===== src/rtl/cpu_pkg.sv =====
// Shared CPU-wide constants and the instruction-fetch state encoding.
package cpu_pkg;
  localparam int XLEN    = 32;
  localparam int INSTR_W = 32;
  localparam int PC_STEP = 4;

  typedef enum logic {FETCH, FLUSH} fetch_state_e;
endpackage


===== src/rtl/fetch_fifo.sv =====
// Synchronous FIFO holding {pc, instruction} entries; flush empties it in one cycle.
module fetch_fifo #(
  parameter int W     = 64,
  parameter int DEPTH = 2
) (
  input  logic                   clk,
  input  logic                   rst,
  input  logic                   push,
  input  logic [W-1:0]           wdata,
  input  logic                   pop,
  input  logic                   flush,
  output logic [W-1:0]           rdata,
  output logic [$clog2(DEPTH):0] count,
  output logic                   empty
);
  localparam int AW = $clog2(DEPTH);

  logic [W-1:0]  mem [DEPTH];
  logic [AW-1:0] wp, rp;

  assign rdata = mem[rp];
  assign empty = (count == '0);

  always_ff @(posedge clk) begin
    if (push && !flush) mem[wp] <= wdata;
  end

  // Flush outranks push and pop so a redirect never lets a stale word survive.
  always_ff @(posedge clk) begin
    if (rst || flush) begin
      wp    <= '0;
      rp    <= '0;
      count <= '0;
    end else begin
      if (push) wp <= wp + AW'(1);
      if (pop)  rp <= rp + AW'(1);
      count <= count + {{AW{1'b0}}, push} - {{AW{1'b0}}, pop};
    end
  end
endmodule


===== src/rtl/instr_fetch.sv =====
// Instruction fetch: credit-limited in-order reads, redirect flush with drop counting,
// and a small buffer presenting {instruction, pc} to the core.
module instr_fetch
  import cpu_pkg::*;
#(
  parameter int                ADDR_W   = XLEN,
  parameter int                DATA_W   = INSTR_W,
  parameter int                DEPTH    = 2,
  parameter logic [ADDR_W-1:0] RESET_PC = '0
) (
  input  logic              clk,
  input  logic              rst,
  output logic              mem_req_valid,
  input  logic              mem_req_ready,
  output logic [ADDR_W-1:0] mem_req_addr,
  input  logic              mem_rsp_valid,
  input  logic [DATA_W-1:0] mem_rsp_data,
  input  logic              redirect,
  input  logic [ADDR_W-1:0] redirect_pc,
  output logic              instr_valid,
  input  logic              instr_ready,
  output logic [DATA_W-1:0] instruction,
  output logic [ADDR_W-1:0] instr_pc
);
  localparam int                CW   = $clog2(DEPTH) + 1;
  localparam int                FW   = ADDR_W + DATA_W;
  localparam logic [ADDR_W-1:0] STEP = ADDR_W'(PC_STEP);

  fetch_state_e      state;
  logic [ADDR_W-1:0] fetch_pc, held_addr, rsp_pc, target;
  logic              held_vld, held_n, new_ok, accept, live_rsp, pop, empty;
  logic [CW-1:0]     outstanding, drop_cnt, count;
  logic [CW:0]       credit_sum, inflight_n;
  logic [FW-1:0]     head;

  assign target   = {redirect_pc[ADDR_W-1:2], 2'b00};
  assign live_rsp = mem_rsp_valid && (drop_cnt == '0);
  assign pop      = instr_valid && instr_ready && !redirect;

  // A same-cycle pop frees its slot, which keeps one fetch per cycle at DEPTH=2.
  assign credit_sum = {1'b0, count} + {1'b0, outstanding} - {{CW{1'b0}}, pop};
  assign new_ok     = !rst && (state == FETCH) && !held_vld && !redirect &&
                      (credit_sum < (CW+1)'(DEPTH));

  assign mem_req_valid = !rst && (held_vld || new_ok);
  assign mem_req_addr  = held_vld ? held_addr : fetch_pc;
  assign accept        = mem_req_valid && mem_req_ready;
  assign held_n        = mem_req_valid && !mem_req_ready;

  // Reads still owed by memory after this cycle, live or to-be-dropped.
  assign inflight_n = {1'b0, outstanding} + {1'b0, drop_cnt} +
                      {{CW{1'b0}}, accept} - {{CW{1'b0}}, mem_rsp_valid};

  fetch_fifo #(.W(FW), .DEPTH(DEPTH)) u_fifo (
    .clk   (clk),
    .rst   (rst),
    .push  (live_rsp),
    .wdata ({rsp_pc, mem_rsp_data}),
    .pop   (pop),
    .flush (redirect),
    .rdata (head),
    .count (count),
    .empty (empty)
  );

  assign instr_valid = !empty;
  assign instruction = instr_valid ? head[DATA_W-1:0]  : '0;
  assign instr_pc    = instr_valid ? head[FW-1:DATA_W] : '0;

  always_ff @(posedge clk) begin
    if (rst) begin
      state       <= FETCH;
      fetch_pc    <= RESET_PC;
      held_vld    <= 1'b0;
      held_addr   <= '0;
      rsp_pc      <= '0;
      outstanding <= '0;
      drop_cnt    <= '0;
    end else begin
      held_vld <= held_n;
      if (held_n) held_addr <= mem_req_addr;

      // rsp_pc tracks the pc of the oldest live read; live reads are always consecutive.
      if (accept && outstanding == CW'(live_rsp)) rsp_pc <= mem_req_addr;
      else if (live_rsp)                           rsp_pc <= rsp_pc + STEP;

      case (state)
        FETCH: begin
          if (redirect) begin
            fetch_pc    <= target;
            outstanding <= '0;
            drop_cnt    <= inflight_n[CW-1:0];
            if (inflight_n != '0 || held_n) state <= FLUSH;
          end else begin
            if (accept) fetch_pc <= fetch_pc + STEP;
            outstanding <= outstanding + CW'(accept) - CW'(live_rsp);
          end
        end
        FLUSH: begin
          if (redirect) fetch_pc <= target;
          drop_cnt <= inflight_n[CW-1:0];
          if (inflight_n == '0 && !held_n) state <= FETCH;
        end
        default: state <= FETCH;
      endcase
    end
  end
endmodule

===== config.mk =====
export PLATFORM = sky130hd
export DESIGN_NAME = instr_fetch
export DESIGN_NICKNAME = d
export VERILOG_FILES = /design/src/rtl/cpu_pkg.sv /design/src/rtl/fetch_fifo.sv /design/src/rtl/instr_fetch.sv
export SDC_FILE = /design/constraint.sdc
export NUM_CORES = 1
export LEC_CHECK = 0
export BUFFER_PORTS_ARGS = -buffer_cell sky130_fd_sc_hd__buf_2
export CAP_MARGIN = 10
export CORE_MARGIN = 4
export CORE_UTILIZATION = 57
export DETAILED_ROUTE_END_ITERATION = 16
export GPL_ROUTABILITY_DRIVEN = 0
export PLACE_DENSITY = 0.8
export SKIP_CTS_REPAIR_TIMING = 1
export SYNTH_ARGS = -nofsm -noshare
export SYNTH_HDL_FRONTEND = slang
export SYNTH_SLANG_ARGS = --single-unit

===== constraint.sdc =====
create_clock -name clk -period 8.1 [get_ports clk]
set_clock_uncertainty 0.2 [all_clocks]
set_input_delay 0.405 -clock clk [delete_from_list [all_inputs] [get_ports clk]]
set_output_delay 0.405 -clock clk [all_outputs]
set_load 0.02 [all_outputs]

---- Word level (Yosys, flattened, before mapping) ----
Memories as Yosys holds them, arrays and structs flattened. A register that Yosys moved wholly into a read port is not among the register bits.
Cells that the tools add are included.
word-level totals
  flip-flop bits (word level) ............. 106
  bits in latches ......................... 0
  bits in writable memories ............... 128
  memory bits (read-only) ................. 0
  bits of input ports ..................... 70
  word-level logic and storage cells ...... 78
  memories kept ........................... 1
memories
  memory      depth  width  rd ports  clocked after memory_dff  wr ports  RTL line          RTL
  u_fifo.mem  2      64     1         1                         1         fetch_fifo.sv:18  logic [W-1:0] mem [DEPTH];
operators by class
  $add $sub $neg .......................... 13
  $mul .................................... 0
  divide/modulo/power cells ............... 0
  $lt $le $gt $ge ......................... 1
  equality and inequality tests ........... 4
  shift operators ......................... 0
  multiplexer cells ....................... 20
  bitwise operators ....................... 1
  reductions and logical operators ........ 28
operators by type and width
  kind                   count
  $mux 32                8
  $add 32x3->32 const B  2
  $pmux 32 s2            1
  $logic_and 1x1->1      13
  $mux 1                 7
  $add 2x2->3            2
  $logic_not 1->1        6
  $sub 3x1->3            2
  $add 2x1->2            2
  $logic_not 2->1        2
  $mux 2                 2
  $ne 2x2->1 const B     2
  $pmux 2 s2             1
  $sub 2x1->2            2
  $add 3x1->3            1
  $logic_not 3->1        1
  $logic_or 1x1->1       3
  $lt 3x2->1 const B     1
  $ne 3x3->1 const B     1
  $reduce_bool 3->1      1
  $add 1x1->1 const B    2
  $eq 2x1->1             1
  $pmux 1 s2             1
  $reduce_and 2->1       1
  other kinds (2)        2

---- Depth between registers and ports, before layout ----
  depth after elaboration ................. 17
  gate-level depth with buffers ........... 17

---- Hierarchy ----
A second synthesis with hierarchy kept.
second synthesis, totals
  cells, all modules ...................... 979
  area total of the unflattened synthesis .. 11,262.1 um^2
by module, submodules not included
  module       instances  cells each  area each (um^2)
  instr_fetch  1          760         6,124.6
  fetch_fifo   1          219         5,137.4

---- Worst setup path before layout ----
Ideal clock, no wire load.
  path type ............................... input to register
  from .................................... in redirect
  to ...................................... mem u_fifo.mem[0][0], enable pin
  setup time .............................. 0.565 ns
  arrival ................................. 5.384 ns
  data required time ...................... 7.335 ns
  setup slack ............................. 1.951 ns
  cell stages on the path ................. 4
  buffers on the path ..................... 3
  cells stage by stage .................... buf_2 clkbuf_1 buf_1 nor3_1
between the ends
  longest elaborated chain between the ends .. 4
RTL lines
  what                          RTL line           RTL
  start: declaration            instr_fetch.sv:18  input logic redirect,
  $logic_not 1->1               fetch_fifo.sv:25   if (push && !flush) mem[wp] <= wdata;
  $logic_and 1x1->1             fetch_fifo.sv:25
  $mux 1                        fetch_fifo.sv:25
  $mux 1 (not written as such)  fetch_fifo.sv:25
  end: declaration              fetch_fifo.sv:18
No other way between the ends.

---- Worst setup path in the final report ----
  from .................................... reg u_fifo.count[1]
  to ...................................... reg state
between the ends
  longest elaborated chain between the ends .. 17
  elaborated cells on any way between the ends .. 23
  classes of those cells .................. add/sub (4); order compare (1); mux (4); reduce/logical (14)
RTL lines
  what                              RTL line            RTL
  start: declaration                fetch_fifo.sv:13    output logic [$clog2(DEPTH):0] count,
  start signal: assignment          fetch_fifo.sv:37    count <= count + {{AW{1'b0}}, push} - {{AW{1'b0}}, pop};
  $logic_not 2->1 *                 fetch_fifo.sv:22    assign empty = (count == '0);
  $logic_not 1->1 *                 instr_fetch.sv:66   assign instr_valid = !empty;
  $logic_and 1x1->1 * (2 in a row)  instr_fetch.sv:38   assign pop = instr_valid && instr_ready && !redirect;
  net pop                           instr_fetch.sv:31   logic held_vld, held_n, new_ok, accept, live_rsp, pop, empty;
  $sub 3x1->3 *                     instr_fetch.sv:41   assign credit_sum = {1'b0, count} + {1'b0, outstanding} - {{CW{1'b0}}, pop};
  $lt 3x2->1 *                      instr_fetch.sv:43   (credit_sum < (CW+1)'(DEPTH));
  $logic_and 1x1->1 *               instr_fetch.sv:42   assign new_ok = !rst && (state == FETCH) && !held_vld && !redirect &&
  $logic_or 1x1->1 *                instr_fetch.sv:45   assign mem_req_valid = !rst && (held_vld || new_ok);
  [2 not listed]                    --
  $add 3x1->3 *                     instr_fetch.sv:51   assign inflight_n = {1'b0, outstanding} + {1'b0, drop_cnt} +
  $sub 3x1->3 *                     instr_fetch.sv:52   {{CW{1'b0}}, accept} - {{CW{1'b0}}, mem_rsp_valid};
  net inflight_n[1]                 instr_fetch.sv:33   logic [CW:0] credit_sum, inflight_n;
  $reduce_bool 3->1                 instr_fetch.sv:93   if (inflight_n != '0 || held_n) state <= FLUSH;
  $logic_or 1x1->1                  instr_fetch.sv:93
  $mux 1                            instr_fetch.sv:93
  $mux 1                            instr_fetch.sv:89   if (redirect) begin
  $pmux 1 s2 *                      instr_fetch.sv:87   case (state)
  end signal: assignment            instr_fetch.sv:93
  end signal: assignment            instr_fetch.sv:102  if (inflight_n == '0 && !held_n) state <= FETCH;
  end signal: assignment            instr_fetch.sv:104  default: state <= FETCH;
  end: declaration                  instr_fetch.sv:29   fetch_state_e state;
Mark *: on every way through the listed nets, which the timed path passes. The rest lies on a longest branch.
A chain may end at the register's enable or synchronous reset.

==> key figures <==
Outcome
  • Status: finished, violations left
  • Failing checks: hold timing

Timing
  • Relative slew slack: 0.2192
  • Final min period: around 4.7 ns
  • Hold Fails Final Rpt: 3
  • Max-slew violation count: 0
  • Final hold slack: -0.01500 ns
  • RSZ-0062 raised after global routing: false
  • Period utilization: 0.5837
  • Fmax: around 210 MHz
  • Final setup viols: 0
  • Setup TNS: 0 ns
  • Least-Margin Pin Slew: between 1 and 1.5 ns
  • Final worst slack: 3.372 ns

Synthesis
  • Async SR Flop Fraction: 0
  • Post-synthesis cell type count: 73
  • Area contributors post-synth: edfxtp_1 (36%), dfxtp_1 (20%), mux2i_1 (7.6%), nor2_1 (5.3%), xnor2_1 (2.3%)
  • Yosys reg bits: about 230
  • Warnings from Yosys: 0
  • Commonest cells in the synthesized netlist: nor2_1 (151), edfxtp_1 (128), dfxtp_1 (105)
  • Most frequent cell after synthesis: nor2_1
  • Mapped Cells: between 1000 and 1500
  • Leading area contributor after synthesis: edfxtp_1
  • Mapped Area: 10680 sq um
  • EDFF count, synth: 128
  • Sequential share of the synthesized area: 0.5568
  • Syn avg cell area: about 11 sq um
  • Synthesized Nets: 1083
  • Synth Flop Type: edfxtp_1
  • Share of the synthesized area in the top cell type: 0.3599

Critical path
  • CP peak stage delay: 0.54 ns
  • CP Launch Type: register
  • Required @ worst endpoint: 8.24 ns
  • Largest delay share family, worst path: adder cells
  • Crit Path Max Fanout: 65
  • Critical path's slowest cell: buf_4
  • Crit path DAT: 4.87 ns
  • Buf+Inv Stages, Crit Path: 3
  • Worst setup EP type: register
  • Crit path kind: reg2reg
  • Cells along the critical path: nor2_4, buf_4, inv_1, nand2_1, nor2_1, ha_1, inv_1, nand2_1, fa_1, xor2_1, a31oi_2, nor2_1, and2_1, fa_1, fa_1, nor4_1, nor3_1
  • Critical Path Most Common Cell: fa_1

Route
  • Starting DRT DRC Count: 557
  • DR WL met2: around 12000 microns
  • DRC errors left: 0
  • Post-DRT Antenna Nets: 0
  • Post-DR vias/cell: a little under 6
  • Via count: slightly above 8000
  • DRT Wirelength: 25870 microns
  • Metal1 wirelength: about 11000 microns
  • Avg WL per Cell: roughly 18 microns
  • Drt pass-1 iters: 5
  • Highest routed layer: met4
  • Met3 routed WL: roughly 2300 microns

Floorplan
  • FP Rows: a little under 50
  • IO Pins: 168
  • Die X: approximately 140 microns
  • Die ar.: approximately 21000 sq um
  • Placeable Area: 18210 sq um
  • Chip height: 144.9 microns
  • Initial core utilization: 0.5865

Global routing
  • Number of global-route vias before repair: 7860
  • Antenna violations before repair: 0
  • GRT overflow: 0
  • Largest net degree at the start of global routing: 88
  • First-pass GRT wire length: about 40000 microns
  • GRT Util Overall: 0.2327

Layout
  • Finished Core Util: 0.6968
  • Area grow syn2layout: 18.82%
  • Layout Cells excl Fill: roughly 1400
  • Antenna cells: 0
  • Share of cells above drive strength 1: 0.2071
  • Final Cell Area: approximately 13000 sq um
  • Layout Nets: between 1000 and 1500

Power and ir drop
  • Pwr Density: between 200 and 300 nW/um^2
  • Max IR drop VDD: approximately 180 uV
  • PnR Total Power: 3.329 mW
  • Leak: between 4 and 5 nW

Place
  • Setup WS pre-CTS: around 3.4 ns
  • Placed Instances: between 1000 and 1500
  • Port bufs: between 150 and 200
  • Placement Cell Area: roughly 12000 sq um
  • Post-DP HPWL: between 15000 and 20000 microns

Clock network
  • Clock latency on the worst-skew pair: 0.50 ns
  • Clock sinks: 233
  • CTS Root Cell: clkbuf_16
  • Clock-pin slew on the worst setup and hold paths: around 0.06 ns
  • CTS tree: built
  • CTS H-tree lvls: 1
  • Worst-case clock buffer depth: 3
  • Cts bufs inserted: 24

Run
  • Max cap viols: 0

Min path
  • HP Class: in2reg
==> routing by layer <==
layer / global-route usage / vias to the layer above
li1: - / 3976
met4: 0.07658 / 0
met1: 0.3182 / 3911
met3: 0.04371 / 44
met5: 0 / -
met2: 0.3767 / 353
==> report_power, final <==
group	internal, mW	switching [mW]
sequential	1.41	0.128
combinational	0.268	0.473
clock	0.624	0.423
==> sequential cells by signal (all words and copies together), names as in the netlist, named ones only <==
signal and flops:
u_fifo.mem 128, held_addr 32, rsp_pc 32, fetch_pc 30, drop_cnt 2, outstanding 2
u_fifo.count 2, held_vld 1, state 1, u_fifo.rp 1, u_fifo.wp 1
==> tightest hold or removal path: cells and delay by family <==
kind                   cells  cell delay [ns]
buffers and inverters      1             0.08
AND/OR/NAND/NOR            1             0.09
AO/OA/AOI/OAI              1             0.07
==> cell families after synthesis <==
logic type	count (synthesis)	synth area share
simple gates	373	0.1727
flops	233	0.5568
fa+ha+maj	12	0.01617
buf+inv	106	0.04159
mux	93	0.08858
compound gates	148	0.09467
xor+xnor	36	0.02953
==> layout by cell type, fill, tap and decap left out, types with 12 or more instances in the layout <==
master	synthesis	routed
mux2i_1	81	81
dfxtp_1	105	104
edfxtp_1	128	128
nand2_1	60	60
nor3_1	34	33
buf_2	15	165
a211oi_1	31	31
inv_1	38	38
xnor2_1	28	28
a21oi_1	23	23
nand3_1	42	42
mux2_2	12	12
o21ai_0	33	33
dlygate4sd3_1	0	34
clkbuf_16	0	25
nor2_1	151	150
nand4_1	14	14
==> area by class of cell <==
class | instances | area [sq um]
Clock buffer | 36 | 696.9
Clock inverter | 8 | 60.06
Fill cell | 1286 | 5520
Inverter | 41 | 158.9
Multi-Input combinational cell | 662 | 4303
Sequential cell | 233 | 5949
Tap cell | 229 | 286.5
Timing Repair Buffer | 208 | 1234
==> final timing paths <==
kind / start / end / slack [ns] / cells after the start
setup / recovery: u_fifo.count[1] / state / 3.37 / 17
hold / removal: redirect_pc[2] / fetch_pc[2] / -0.02 / 3
setup reg to reg: u_fifo.count[1] / state / 3.37 / 17
hold reg to reg: held_addr[18] / held_addr[18] / 0.26 / 2
No activity file was read; power rests on OpenSTA's default activity.
